[src/rtl/acc_mem_arbiter.sv]
// Data Memory arbiter: the CPU data port has fixed priority, and a starvation counter forces a slot for the accelerator.
// Granted CPU writes are mirrored onto the MMIO listen lines in the same cycle.
module acc_mem_arbiter #(
  parameter int ADDR_SIZE    = 16,
  parameter int WORD_SIZE    = 32,
  parameter int LINE_SIZE    = 512,
  parameter int STARVE_LIMIT = 4
) (
  input  logic                 clk,
  input  logic                 rst_n,
  input  logic                 cpu_req,
  input  logic                 cpu_we,
  input  logic [ADDR_SIZE-1:0] cpu_addr,
  input  logic [WORD_SIZE-1:0] cpu_wdata,
  output logic                 cpu_grant,
  output logic [WORD_SIZE-1:0] cpu_rdata,
  output logic                 cpu_rdata_valid,
  input  logic                 acc_read_en,
  input  logic [ADDR_SIZE-1:0] acc_read_addr,
  output logic [LINE_SIZE-1:0] acc_read_data,
  output logic                 acc_read_data_valid,
  input  logic                 acc_write_en,
  input  logic [ADDR_SIZE-1:0] acc_write_addr,
  input  logic [WORD_SIZE-1:0] acc_write_data,
  output logic                 acc_write_done,
  output logic                 mem_listen_en,
  output logic [ADDR_SIZE-1:0] mem_listen_addr,
  output logic [WORD_SIZE-1:0] mem_listen_data,
  output logic                 mem_en,
  output logic                 mem_we,
  output logic [ADDR_SIZE-1:0] mem_addr,
  output logic [WORD_SIZE-1:0] mem_wdata,
  input  logic [LINE_SIZE-1:0] mem_rdata
);

  localparam int CNT_W = $clog2(STARVE_LIMIT + 1);
  localparam int IDX_W = $clog2(LINE_SIZE / WORD_SIZE);
  localparam int OFF_W = $clog2(WORD_SIZE / 8);
  localparam logic [CNT_W-1:0] LIMIT = CNT_W'(STARVE_LIMIT);

  typedef enum logic [1:0] {
    IDLE,
    ACC_RD_RESP,
    ACC_WR_RESP
  } state_e;

  state_e           state_q, state_d;
  logic [CNT_W-1:0] starve_cnt_q, starve_cnt_d;
  logic             cpu_rd_pend_q, cpu_rd_pend_d;
  logic [IDX_W-1:0] cpu_idx_q, cpu_idx_d;

  logic acc_pend;
  logic acc_win;
  logic acc_rd_win;
  logic acc_wr_win;

  always_ff @(posedge clk or negedge rst_n) begin
    if (!rst_n) begin
      state_q       <= IDLE;
      starve_cnt_q  <= '0;
      cpu_rd_pend_q <= 1'b0;
      cpu_idx_q     <= '0;
    end else begin
      state_q       <= state_d;
      starve_cnt_q  <= starve_cnt_d;
      cpu_rd_pend_q <= cpu_rd_pend_d;
      cpu_idx_q     <= cpu_idx_d;
    end
  end

  // Grants are held off while reset is asserted so that memory is never strobed during reset.
  always_comb begin
    acc_pend   = rst_n & (acc_read_en | acc_write_en) & (state_q == IDLE);
    acc_win    = acc_pend & (~cpu_req | (starve_cnt_q >= LIMIT));
    acc_rd_win = acc_win & acc_read_en;
    acc_wr_win = acc_win & ~acc_read_en;
    cpu_grant  = rst_n & cpu_req & ~acc_win;
  end

  always_comb begin
    state_d = IDLE;
    if (acc_rd_win) begin
      state_d = ACC_RD_RESP;
    end else if (acc_wr_win) begin
      state_d = ACC_WR_RESP;
    end

    starve_cnt_d = starve_cnt_q;
    if (acc_win) begin
      starve_cnt_d = '0;
    end else if (acc_pend && (starve_cnt_q < LIMIT)) begin
      starve_cnt_d = starve_cnt_q + 1'b1;
    end

    cpu_rd_pend_d = cpu_grant & ~cpu_we;
    cpu_idx_d     = cpu_idx_q;
    if (cpu_grant && !cpu_we) begin
      cpu_idx_d = cpu_addr[OFF_W +: IDX_W];
    end
  end

  always_comb begin
    mem_en    = 1'b0;
    mem_we    = 1'b0;
    mem_addr  = '0;
    mem_wdata = '0;
    if (acc_rd_win) begin
      mem_en   = 1'b1;
      mem_addr = acc_read_addr;
    end else if (acc_wr_win) begin
      mem_en    = 1'b1;
      mem_we    = 1'b1;
      mem_addr  = acc_write_addr;
      mem_wdata = acc_write_data;
    end else if (cpu_grant) begin
      mem_en    = 1'b1;
      mem_we    = cpu_we;
      mem_addr  = cpu_addr;
      mem_wdata = cpu_wdata;
    end

    mem_listen_en   = cpu_grant & cpu_we;
    mem_listen_addr = mem_listen_en ? cpu_addr : '0;
    mem_listen_data = mem_listen_en ? cpu_wdata : '0;

    acc_read_data_valid = (state_q == ACC_RD_RESP);
    acc_read_data       = acc_read_data_valid ? mem_rdata : '0;
    acc_write_done      = (state_q == ACC_WR_RESP);

    cpu_rdata_valid = cpu_rd_pend_q;
    cpu_rdata       = '0;
    if (cpu_rd_pend_q) begin
      cpu_rdata = mem_rdata[int'(cpu_idx_q) * WORD_SIZE +: WORD_SIZE];
    end
  end

endmodule
[config.mk]
export PLATFORM = sky130hd
export DESIGN_NAME = acc_mem_arbiter
export DESIGN_NICKNAME = d
export VERILOG_FILES = /design/src/rtl/acc_mem_arbiter.sv
export SDC_FILE = /design/constraint.sdc
export NUM_CORES = 1
export LEC_CHECK = 0
export CAP_MARGIN = 20
export CORE_AREA = 2 2 504 506
export DETAILED_ROUTE_END_ITERATION = 6
export DIE_AREA = 0 0 506 508
export GPL_TIMING_DRIVEN = 1
export PLACE_DENSITY = 0.3
export SYNTH_ARGS = -nofsm -noshare
export SYNTH_HDL_FRONTEND = slang
export SYNTH_SLANG_ARGS = --single-unit
[constraint.sdc]
create_clock -name clk -period 2.5 [get_ports clk]
set_input_delay 0.375 -clock clk [delete_from_list [all_inputs] [get_ports clk]]
set_output_delay 0.375 -clock clk [all_outputs]
set_load 0.005 [all_outputs]
==> metrics.yaml <==
outcome:
  status: "finished with violations"
  violations: "negative setup slack"
logic_synthesis:
  synth_top_area_cell: "and2_1"
  yosysWarnings: 0
  avgSynthCellArea_um2: 7.08
  synthTopCellsByArea: "and2_1 34%, mux2i_1 25%, a22oi_1 11%, clkbuf_1 3.8%, and3_1 3.3%"
  syn_area_um2: 9410
  synth_top_area_share_pct: 34.2
  synth_cell_type_count: 36
  synth_nets: 1959
  synthCells: 1328
  ys_ff_latch: 10
  seq_area_frac_synth_pct: 2.66
route:
  wl_mm: 221
  wl_per_cell_um: 34.7
  routed-via-count: 18700
  drtIter0Drc: 907
  drtPass1Iterations: 4
  ant_nets: 0
  drc: 0
  post_drt_via_cell_ratio: 2.94
global_route:
  grt_pass1_vias: 18700
  grt_max_degree: 34
  antenna_found_initial: 283
  grt-ovfl-total: 0
  grt_use_total_pct: 16.3
  grt_first_pass_wirelength_mm: 261
worst_setup_path:
  critPathMaxStageDelay_ps: 540
  crit_chain: "buf_12 -> buf_12 -> buf_12 -> buf_4 -> mux2i_1 -> a22oi_1 -> nand2_1 -> o22ai_2 -> buf_4 -> buf_12"
  critPathKind: "reg -> out"
  arrival_ps: 2400
  end_kind: "output pin"
  startpoint_type: "flop"
  r2r_setup_slack_ps: 70
  worst_path_max_delay_cell: "dfrtp_4"
  startpoint: "cpu_idx_q[0]"
  reg2reg_depth: 12
  critPathRequiredTime_ps: 2120
  crit_path_max_fanout: 7
  rr_endpoint: "cpu_idx_q[2]"
  cpMostUsedCell: "buf_12"
  r2r-start: "state_q[1]"
clock_network:
  cts_tree: "yes"
  holdBufCountCts: 0
  clock_sinks: 10
  numCtsBuffers: 3
  clkTransAtPathRegs_ps: 40
  ctsRootBufferMaster: "clkbuf_16"
  clock_latency_ps: 240
  clockBufferDepth: 2
  h-tree-depth: 1
power:
  power_density_nw_per_um2: 270
  p_leak_uw: 0.0151
  ir_drop_v: 0.000175
sta:
  fin_worst_skew_ps: 2.55
  worst_pin_slew_ps: 451
  post-route-period-util_pct: 111
  timing.fmax_mhz: 361
  finalSetupViolCount: 122
  rsz0062_at_grt: "true"
  slew_headroom_pct: 69.8
  finalHoldViolCount: 0
  period_minus_slack_ps: 2770
  maxSlewViolCount: 0
  worst_slack_ps: -271
  fin_tns_setup_ps: -12770
floorplan:
  die_height_um: 508
  dieArea_um2: 257000
  start_util_pct: 3.73
  die_w_um: 506
  fp-row-count: 185
  core_um2: 252000
  pin_count: 1277
placed_design:
  hpwl_mm: 196
  portBuffers: 1276
  gp_congestion: 0.911
run:
  maxCapViolations: 0
finish:
  final.fill_count: 29100
  utilization_pct: 13.0
  nets: 3578
  area_growth_pct: 249
  drive_gt1_share_pct: 35.6
min_path:
  hp-class: "in -> async"
## report_power, final
group | internal, µW | switching (µW)
combinational | 4260 | 4040
sequential | 189 | 50.9
clock | 240 | 73.4
total | 4690 | 4170
## kinds of logic (layout without fill, tap and decap cells)
logic type	count (synthesis)	count (layout)	synth area share [%]
flops	10	10	2.66
simple gates	654	654	41.6
compound gates	260	260	19.7
other cells	0	56	0
mux	252	252	28.1
fa+ha+maj	1	1	0.133
buf+inv	151	1769	7.82
## repair_timing
item	4_1_cts	5_1_grt
endpoints found under the setup margin	547	433
resized for setup	1021	578
cloned	31	5
setup buffers	107	60
pin swaps	95	58
## state kept, by name, summed over array words and instances, names as in the netlist
name / flops
cpu_idx_q: 4
cpu_rdata_valid: 1
starve_cnt_q: 3
state_q: 2
## worst max-delay path: cells and delay by family (launching register included)
kind,cells,cell delay (ps)
AOI/OAI and AO/OA,2,350
DFF,1,540
buffers and inverters,6,920
muxes,1,160
and+or+nand+nor,1,130
## per-stage QoR
| step | hold slack [ps] | setup WS (ps) | power (µW) | instance area (µm²) | std cells |
|---|---|---|---|---|---|
| after floorplan | 79.4 | 621 | 2370 | 9410 | 1328 |
| after global placement | 469 | -725 | 7540 | 29400 | 6140 |
| after detailed placement | 482 | -700 | 7530 | 29400 | 6140 |
| after CTS | 308 | -359 | 8910 | 32100 | 6270 |
| after global routing | 328 | -352 | 9320 | 32700 | 6328 |
| final | 306 | -271 | 8850 | 32800 | 6368 |
## final cells by class
cell class                      count  area (µm²)  share of cell area (%)
Tap cell                         3366        4210                    12.8
Clock buffer                        4        88.8                   0.270
Inverter                            2        7.51                  0.0229
Multi-Input combinational cell   1167        9660                    29.4
Sequential cell                    10         256                   0.781
Timing Repair Buffer             1763       18500                    56.3
Antenna cell                       56         140                   0.427
## worst max-delay path by stage
| stage | to | cells past startpoint | slack, ps |
|---|---|---|---|
| after global placement | cpu_rdata[12] | 9 | -730 |
| final | cpu_rdata[3] | 10 | -270 |
| after global routing | cpu_rdata[3] | 11 | -350 |
| after floorplan | mem_wdata[18] | 7 | 620 |
| after detailed placement | cpu_rdata[12] | 9 | -700 |
| after CTS | cpu_rdata[3] | 11 | -360 |
## layout by cell type (no fill, tap or decap), types with 68 or more instances in the layout
master and count:
clkdlybuf4s50_1 656, and2_1 495, buf_4 271, mux2i_1 217, dlygate4sd2_1 216, buf_12 150, clkbuf_2 138, buf_6 96
a22oi_1 90, dlymetal6s2s_1 68
## cells in the mapped netlist
| cell type | count |
|---|---|
| ha_1 | 1 |
| buf_6 | 6 |
| nor2_1 | 2 |
| and2_1 | 514 |
| clkbuf_1 | 95 |
| nand2_2 | 1 |
| clkbuf_4 | 2 |
| a22o_1 | 1 |
| nor3b_4 | 1 |
| buf_4 | 25 |
| a22oi_2 | 10 |
| a221oi_1 | 9 |
| a2bb2oi_1 | 16 |
| a31oi_4 | 1 |
| or2_4 | 1 |
| dfrtp_1 | 10 |
| inv_1 | 2 |
| a22oi_1 | 132 |
| mux2_1 | 4 |
| clkbuf_2 | 2 |
| nor3b_2 | 1 |
| o22ai_1 | 23 |
| nor2b_1 | 5 |
| or2_2 | 1 |
| nand2b_1 | 1 |
| nand2_1 | 76 |
| a21oi_1 | 32 |
| nor3_1 | 1 |
| mux4_2 | 9 |
| mux2i_1 | 238 |
| o21ai_0 | 36 |
| and2b_1 | 1 |
| buf_2 | 16 |
| buf_1 | 3 |
| and3_1 | 49 |
| mux2_2 | 1 |
## routing by layer
layer,track usage [%],routed length (µm),up-vias
met5,0,1590,-
met4,2.17,4340,250
met3,9.94,30200,435
met2,28.7,107000,1259
met1,16.8,77800,8775
li1,-,-,8010
(Power assumes the default switching activity.)
==> RTL change 1, RTL diff (same settings) <==
`ADDR_SIZE`: 16 -> 32.
--- a/src/rtl/acc_mem_arbiter.sv
+++ b/src/rtl/acc_mem_arbiter.sv
@@ -1,7 +1,7 @@
 // Data Memory arbiter: the CPU data port has fixed priority, and a starvation counter forces a slot for the accelerator.
 // Granted CPU writes are mirrored onto the MMIO listen lines in the same cycle.
 module acc_mem_arbiter #(
-  parameter int ADDR_SIZE    = 16,
+  parameter int ADDR_SIZE    = 32,
   parameter int WORD_SIZE    = 32,
   parameter int LINE_SIZE    = 512,
   parameter int STARVE_LIMIT = 4
Interface: changed (5 resized); port bits go from 1277 to 1357. No check against the original RTL was run, so the function may have changed too.
==> RTL change 1 against the unedited design <==
- the run still ends with negative setup slack left
- global-route usage grew 0.53 points
- total power is 7.2% higher
- die area is the same
- via count up 4.9%
- worst setup slack better by 0.015 ns
- clock power is 7.0% lower
- core utilization increased by 1.1 points
- area after synthesis grew 2.6%
- final area up 8.2%
- largest cell class unchanged
- sequential cell count unchanged
- count of clock-buffer cells in the layout stayed put
- sequential power shrank 7%
- sequential share of layout area down 0.059 points
- wire length rose by 3.3%
==> RTL change 1: results (changes against the unedited design) <==
outcome complete, but fails checks; failing checks negative setup slack; biggest cell delay along the critical path 0.52 ns (-0.02 ns); initial antenna violation count 248 (-12%); CP max FO 5 (-2); post-route worst setup slack -0.2551 ns (+0.01541 ns); Layout fillers 28869 (-0.69%); IO buf count 1356 (+6.3%); Vias/cell 3.007 (+2.3%); TNS Setup -34.88 ns (-22.11 ns); syn_nets 2070 (+5.7%); Routed met1 length 79.89 mm (+2.7%); first-pass GRT wire length 271.6 mm (+3.9%); clk_lat worst skew 0.24 ns (about the same); Clk pin slew, worst setup/hold paths 0.04 ns (about the same); Synth area leaders and2_1 (33%), mux2i_1 (23%), a22oi_1 (10%), and3_1 (4.2%), clkbuf_1 (4.1%); largest net degree at the start of global routing 49 (+44%); detailed-route wire length per cell 34.92 um (+0.66%); maximum vdd drop 204.4 uV (+17%); Netlist cell types 30 (-17%); routed wl met2 115.2 mm (+7.7%); Setup violations, final 359 (+190%); share of cells above drive strength 1 33.66% (-1.9 points); Initial DRC Count 758 (-16%); routed wl met3 25.64 mm (-15%); Detailed Routing Iterations Pass 1 5 (+1); Final Wtd Congestion 0.9197 (+1.0%); FF-to-FF path depth 12 (unchanged); GRT Util Overall 16.84% (+0.53 points); Worst Skew 0.002755 ns (+0.0002018 ns); worst r2r src state_q[0]$_DFF_PN0_; HPWL after DPL 202.9 mm (+3.4%); Worst Path Arrival 2.38 ns (-0.02 ns); highest routed layer met5; Tightest Pin Transition 0.6908 ns (+0.2400 ns); P_leak 0.01561 uW (+3.5%); Reg2Reg Setup Slack 0.16 ns (+0.09 ns); fraction of the yosys area taken by sequential cells 2.592% (-0.069 points); RR Endpoint cpu_idx_q[0]$_DFFE_PN0P_; TritonCTS buffer count 3 (unchanged); Synth top cells by count and2_1 (514), mux2i_1 (226), a22oi_1 (130); Total Nets Final 3811 (+6.5%); vias in the first global route 19884 (+6.2%)
RTL change 1: cell types whose count changed in the layout (fill, tap and decap cells not counted), moves of 14 or more:
cell,delta
diode_2,-17
buf_12,+27
clkbuf_2,-124
dlygate4sd2_1,-122
buf_4,+45
clkdlybuf4s15_1,+14
dlymetal6s2s_1,+19
clkdlybuf4s50_1,+252
buf_2,+19
and3_4,-22
a22oi_1,-24
mux2i_1,-16
and3_1,+38
RTL change 1: layout make-up:
class                   instances  area (um2)  area share, %
diodes                         39       97.59         0.2745
clock buffers                   4       78.83         0.2217
inverters                       2       7.507        0.02111
multi-input cells            1220       10340          29.07
flip-flops and latches         10       256.5         0.7214
well taps                    3366        4212          11.84
repair buffers               1895       20570          57.84
RTL change 1: kinds of logic (layout without fill, tap and decap cells):
kind of cell	count (synthesis)	in the layout	share of synthesized area, %
fa+ha+maj	1	1	0.1296
other cells	0	39	0
buf+inv	161	1901	7.179
mux	246	246	27.51
flops	10	10	2.592
simple gates	681	681	41.89
compound gates	292	292	20.69
RTL change 1: per-layer routing:
metal | GRT usage, % | vias to the layer above
met5 | 0 | -
met4 | 3.060 | 196
met3 | 7.950 | 412
met2 | 31.01 | 1228
met1 | 17.35 | 9350
li1 | - | 8470
RTL change 1: stage by stage:
stage               worst slack (ns)  total power (uW)  hold WS, ns  std cells  instance area [um2]
floorplan                     0.5841              2345      0.07941       1391                 9656
global placement              -1.332              7778       0.4743       6312                31040
detailed placement            -1.325              7779       0.4959       6312                31040
CTS                          -0.3446              9386       0.3388       6453                34170
global route                 -0.3104              9956       0.3180       6516                35510
finish                       -0.2551              9496       0.2770       6536                35560
RTL change 1: worst min-delay path, delay by kind of cell:
kind	cells	cell delay (ns)
buffers and inverters	3	0.47
RTL change 1: where the power goes:
| part | switching, uW | internal, uW |
|---|---|---|
| Combinational | 4320 | 4660 |
| Clock | 77.8 | 214 |
| Sequential | 33.5 | 189 |
RTL change 1: worst max path at each step:
stage | start | end | slack (ns)
3_5_place_dp | rst_n | mem_wdata[15] | -1.33
4_1_cts | cpu_idx_q[0]$_DFFE_PN0P_ | cpu_rdata[3] | -0.34
2_1_floorplan | state_q[1]$_DFF_PN0_ | mem_wdata[10] | 0.58
6_report | cpu_idx_q[0]$_DFFE_PN0P_ | cpu_rdata[3] | -0.26
5_1_grt | cpu_idx_q[0]$_DFFE_PN0P_ | cpu_rdata[3] | -0.31
3_3_place_gp | rst_n | mem_wdata[15] | -1.33
RTL change 1: timing repair:
item / 4_1_cts / 5_1_grt
buffers inserted: 137 / 61
hold buffers: 0 / 0
setup endpoints to repair: 612 / 575
gates resized for setup: 925 / 354
pin swaps: 108 / 100
cloned: 26 / 4
hold endpoints to repair: 0 / 0
==> RTL change 2, RTL diff (config.mk and constraints unchanged) <==
Without the edit above. Encoding of `state_e`: now one-hot (3 bits for 3 states).
--- a/src/rtl/acc_mem_arbiter.sv
+++ b/src/rtl/acc_mem_arbiter.sv
@@ -38,10 +38,10 @@
   localparam int OFF_W = $clog2(WORD_SIZE / 8);
   localparam logic [CNT_W-1:0] LIMIT = CNT_W'(STARVE_LIMIT);
 
-  typedef enum logic [1:0] {
-    IDLE,
-    ACC_RD_RESP,
-    ACC_WR_RESP
+  typedef enum logic [2:0] {
+    IDLE        = 3'b001,
+    ACC_RD_RESP = 3'b010,
+    ACC_WR_RESP = 3'b100
   } state_e;
 
   state_e           state_q, state_d;
Formal check against the unedited RTL: no difference found for any inputs over 4 cycles, from zero or initial values and one cycle with rst_n low; so few cycles prove little.
==> RTL change 2 against the unedited design <==
- the flow still finishes with violations (negative setup slack)
- worst setup slack better by 0.11 ns
- maximum frequency up 4.1%
- final cell count decreased by 0.38%
- wire length fell by 2.5%
- total power down 12%
- critical path depth decreased by 1
- sequential cell count up 1
- area after synthesis shrank 0.82%
- via count fell by 0.43%
- clock skew fell by 0.0014 ns
- final area hardly changed
- combinational power down 12%
- critical endpoint is now cpu_rdata[0]
==> RTL change 2: results (changes against the unedited design) <==
outcome complete, but fails checks; failing checks negative setup slack; worst r2r src state_q[0]$_DFF_PN1_; biggest regs cpu_idx_q x4, starve_cnt_q x3, state_q x3; P_leak 0.01850 uW (+23%); syn_nets 1974 (+0.77%); IO buf count 1276 (unchanged); Worst Skew 0.001146 ns (-0.001407 ns); Reg2Reg Setup Slack 0.28 ns (+0.21 ns); share of cells above drive strength 1 28.27% (-7.3 points); Comb pwr share 93.2% (-0.6 points); clock power share 3.7% (+0.2 points); Register Area 280.3 um2 (+9.3%); post-route worst setup slack -0.1603 ns (+0.1102 ns); Vias/cell 2.940 (about the same); Via Count 18649 (-0.43%); Inst Count DP 6107 (-0.54%); maximum vdd drop 157.3 uV (-10%); fraction of the yosys area taken by sequential cells 2.964% (+0.30 points); CP endpoint cpu_rdata[0]; Worst Path Arrival 2.29 ns (-0.11 ns); placed cell area 0.02866 mm2 (-2.6%); detailed-route wire length per cell 33.94 um (-2.2%); vias in the first global route 17974 (-4.0%); Total Nets Final 3536 (-1.2%); Layout fillers 29131 (+0.21%); FF-to-FF path depth 10 (-2); Initial DRC Count 888 (-2.1%); Setup violations, final 149 (+22%); initial antenna violation count 293 (+3.5%); Tightest Pin Transition 0.7146 ns (+0.2637 ns); CP max FO 6 (-1); Synth area leaders and2_1 (34%), mux2i_1 (27%), a22oi_1 (13%), clkbuf_1 (4.0%), nand2_1 (3.4%); Final Wtd Congestion 0.9475 (+4.1%); clock buffer depth 2 (unchanged); HPWL after DPL 190.2 mm (-3.0%); Detailed Routing Iterations Pass 1 5 (+1); Synth top cells by count and2_1 (514), mux2i_1 (252), a22oi_1 (156); GRT Util Overall 15.46% (-0.85 points); Clk pin slew, worst setup/hold paths 0.04 ns (about the same); largest net degree at the start of global routing 81 (+140%); Mean Syn Cell Area 6.946 um2 (-1.9%); first-pass GRT wire length 248.3 mm (-5.0%); internal cell power 4224 uW (-9.9%)
RTL change 2: changes by cell type in the layout (fill, tap and decap cells not counted), moves of 21 or more:
cell / change
a21oi_1: +21
and3_1: +26
and3_4: -26
buf_12: -37
clkbuf_2: -70
clkdlybuf4s50_1: +25
dlygate4sd2_1: -147
dlymetal6s2s_1: +248
RTL change 2: worst register-to-register path: cells and delay by family (launching register included):
kind	cells	cell delay, ns
multiplexers	1	0.30
AND/OR/NAND/NOR	2	0.39
AO/OA/AOI/OAI	1	0.07
buffers and inverters	6	0.80
flip-flops	1	0.53
RTL change 2: repair_timing:
item,in CTS,in global routing
pin swaps,56,106
endpoints found under the hold margin,0,0
resized for setup,489,744
endpoints found under the setup margin,602,536
cloned,15,22
setup buffers,57,82
RTL change 2: per-stage QoR:
| stage | setup TNS [ns] | power [uW] | hold WS, ns | setup slack, ns |
|---|---|---|---|---|
| 2_1_floorplan | 0 | 2213 | 0.07941 | 0.5581 |
| 3_3_place_gp | -60.26 | 6130 | 0.4786 | -0.7412 |
| 3_5_place_dp | -58.41 | 6122 | 0.5044 | -0.7021 |
| 4_1_cts | -69.46 | 7203 | 0.2594 | -0.2481 |
| 5_1_grt | -24.26 | 8199 | 0.2694 | -0.2871 |
| 6_report | -10.83 | 7794 | 0.2522 | -0.1603 |
RTL change 2: routing by layer:
| metal | global-route usage, % | vias to the layer above | share of wire [%] |
|---|---|---|---|
| met1 | 16.26 | 8666 | 35 |
| met3 | 10.26 | 492 | 15 |
| met4 | 2.765 | 270 | 3.0 |
| met2 | 25.82 | 1260 | 45 |
| li1 | - | 7961 | - |
| met5 | 0 | - | 0.80 |
RTL change 2: area by class of cell:
cell class              count  share of cell area, %
repair buffers           1707                  56.84
clock buffers               4                 0.2400
multi-input cells        1180                  28.65
diodes                     74                 0.5639
inverters                   2                0.02286
flip-flops and latches     11                 0.8535
well taps                3366                  12.83
RTL change 2: cells by family after synthesis:
logic type                 synth area share, %
adders and majority gates               0.1341
DFF                                      2.964
muxes                                    28.12
and+or+nand+nor                          42.25
AOI/OAI and AO/OA                        19.53
buffers and inverters                    7.001
RTL change 2: how the worst min path moves through the flow:
stage	start	endpoint	slack, ns	cells past startpoint
detailed placement	starve_cnt_q[1]$_DFFE_PN0P_	starve_cnt_q[1]$_DFFE_PN0P_	0.50	2
CTS	rst_n	starve_cnt_q[2]$_DFFE_PN0P_	0.26	2
global placement	starve_cnt_q[1]$_DFFE_PN0P_	starve_cnt_q[1]$_DFFE_PN0P_	0.48	2
finish	rst_n	starve_cnt_q[2]$_DFFE_PN0P_	0.25	2
global route	rst_n	starve_cnt_q[1]$_DFFE_PN0P_	0.27	2
floorplan	rst_n	cpu_idx_q[0]$_DFFE_PN0P_	0.08	0
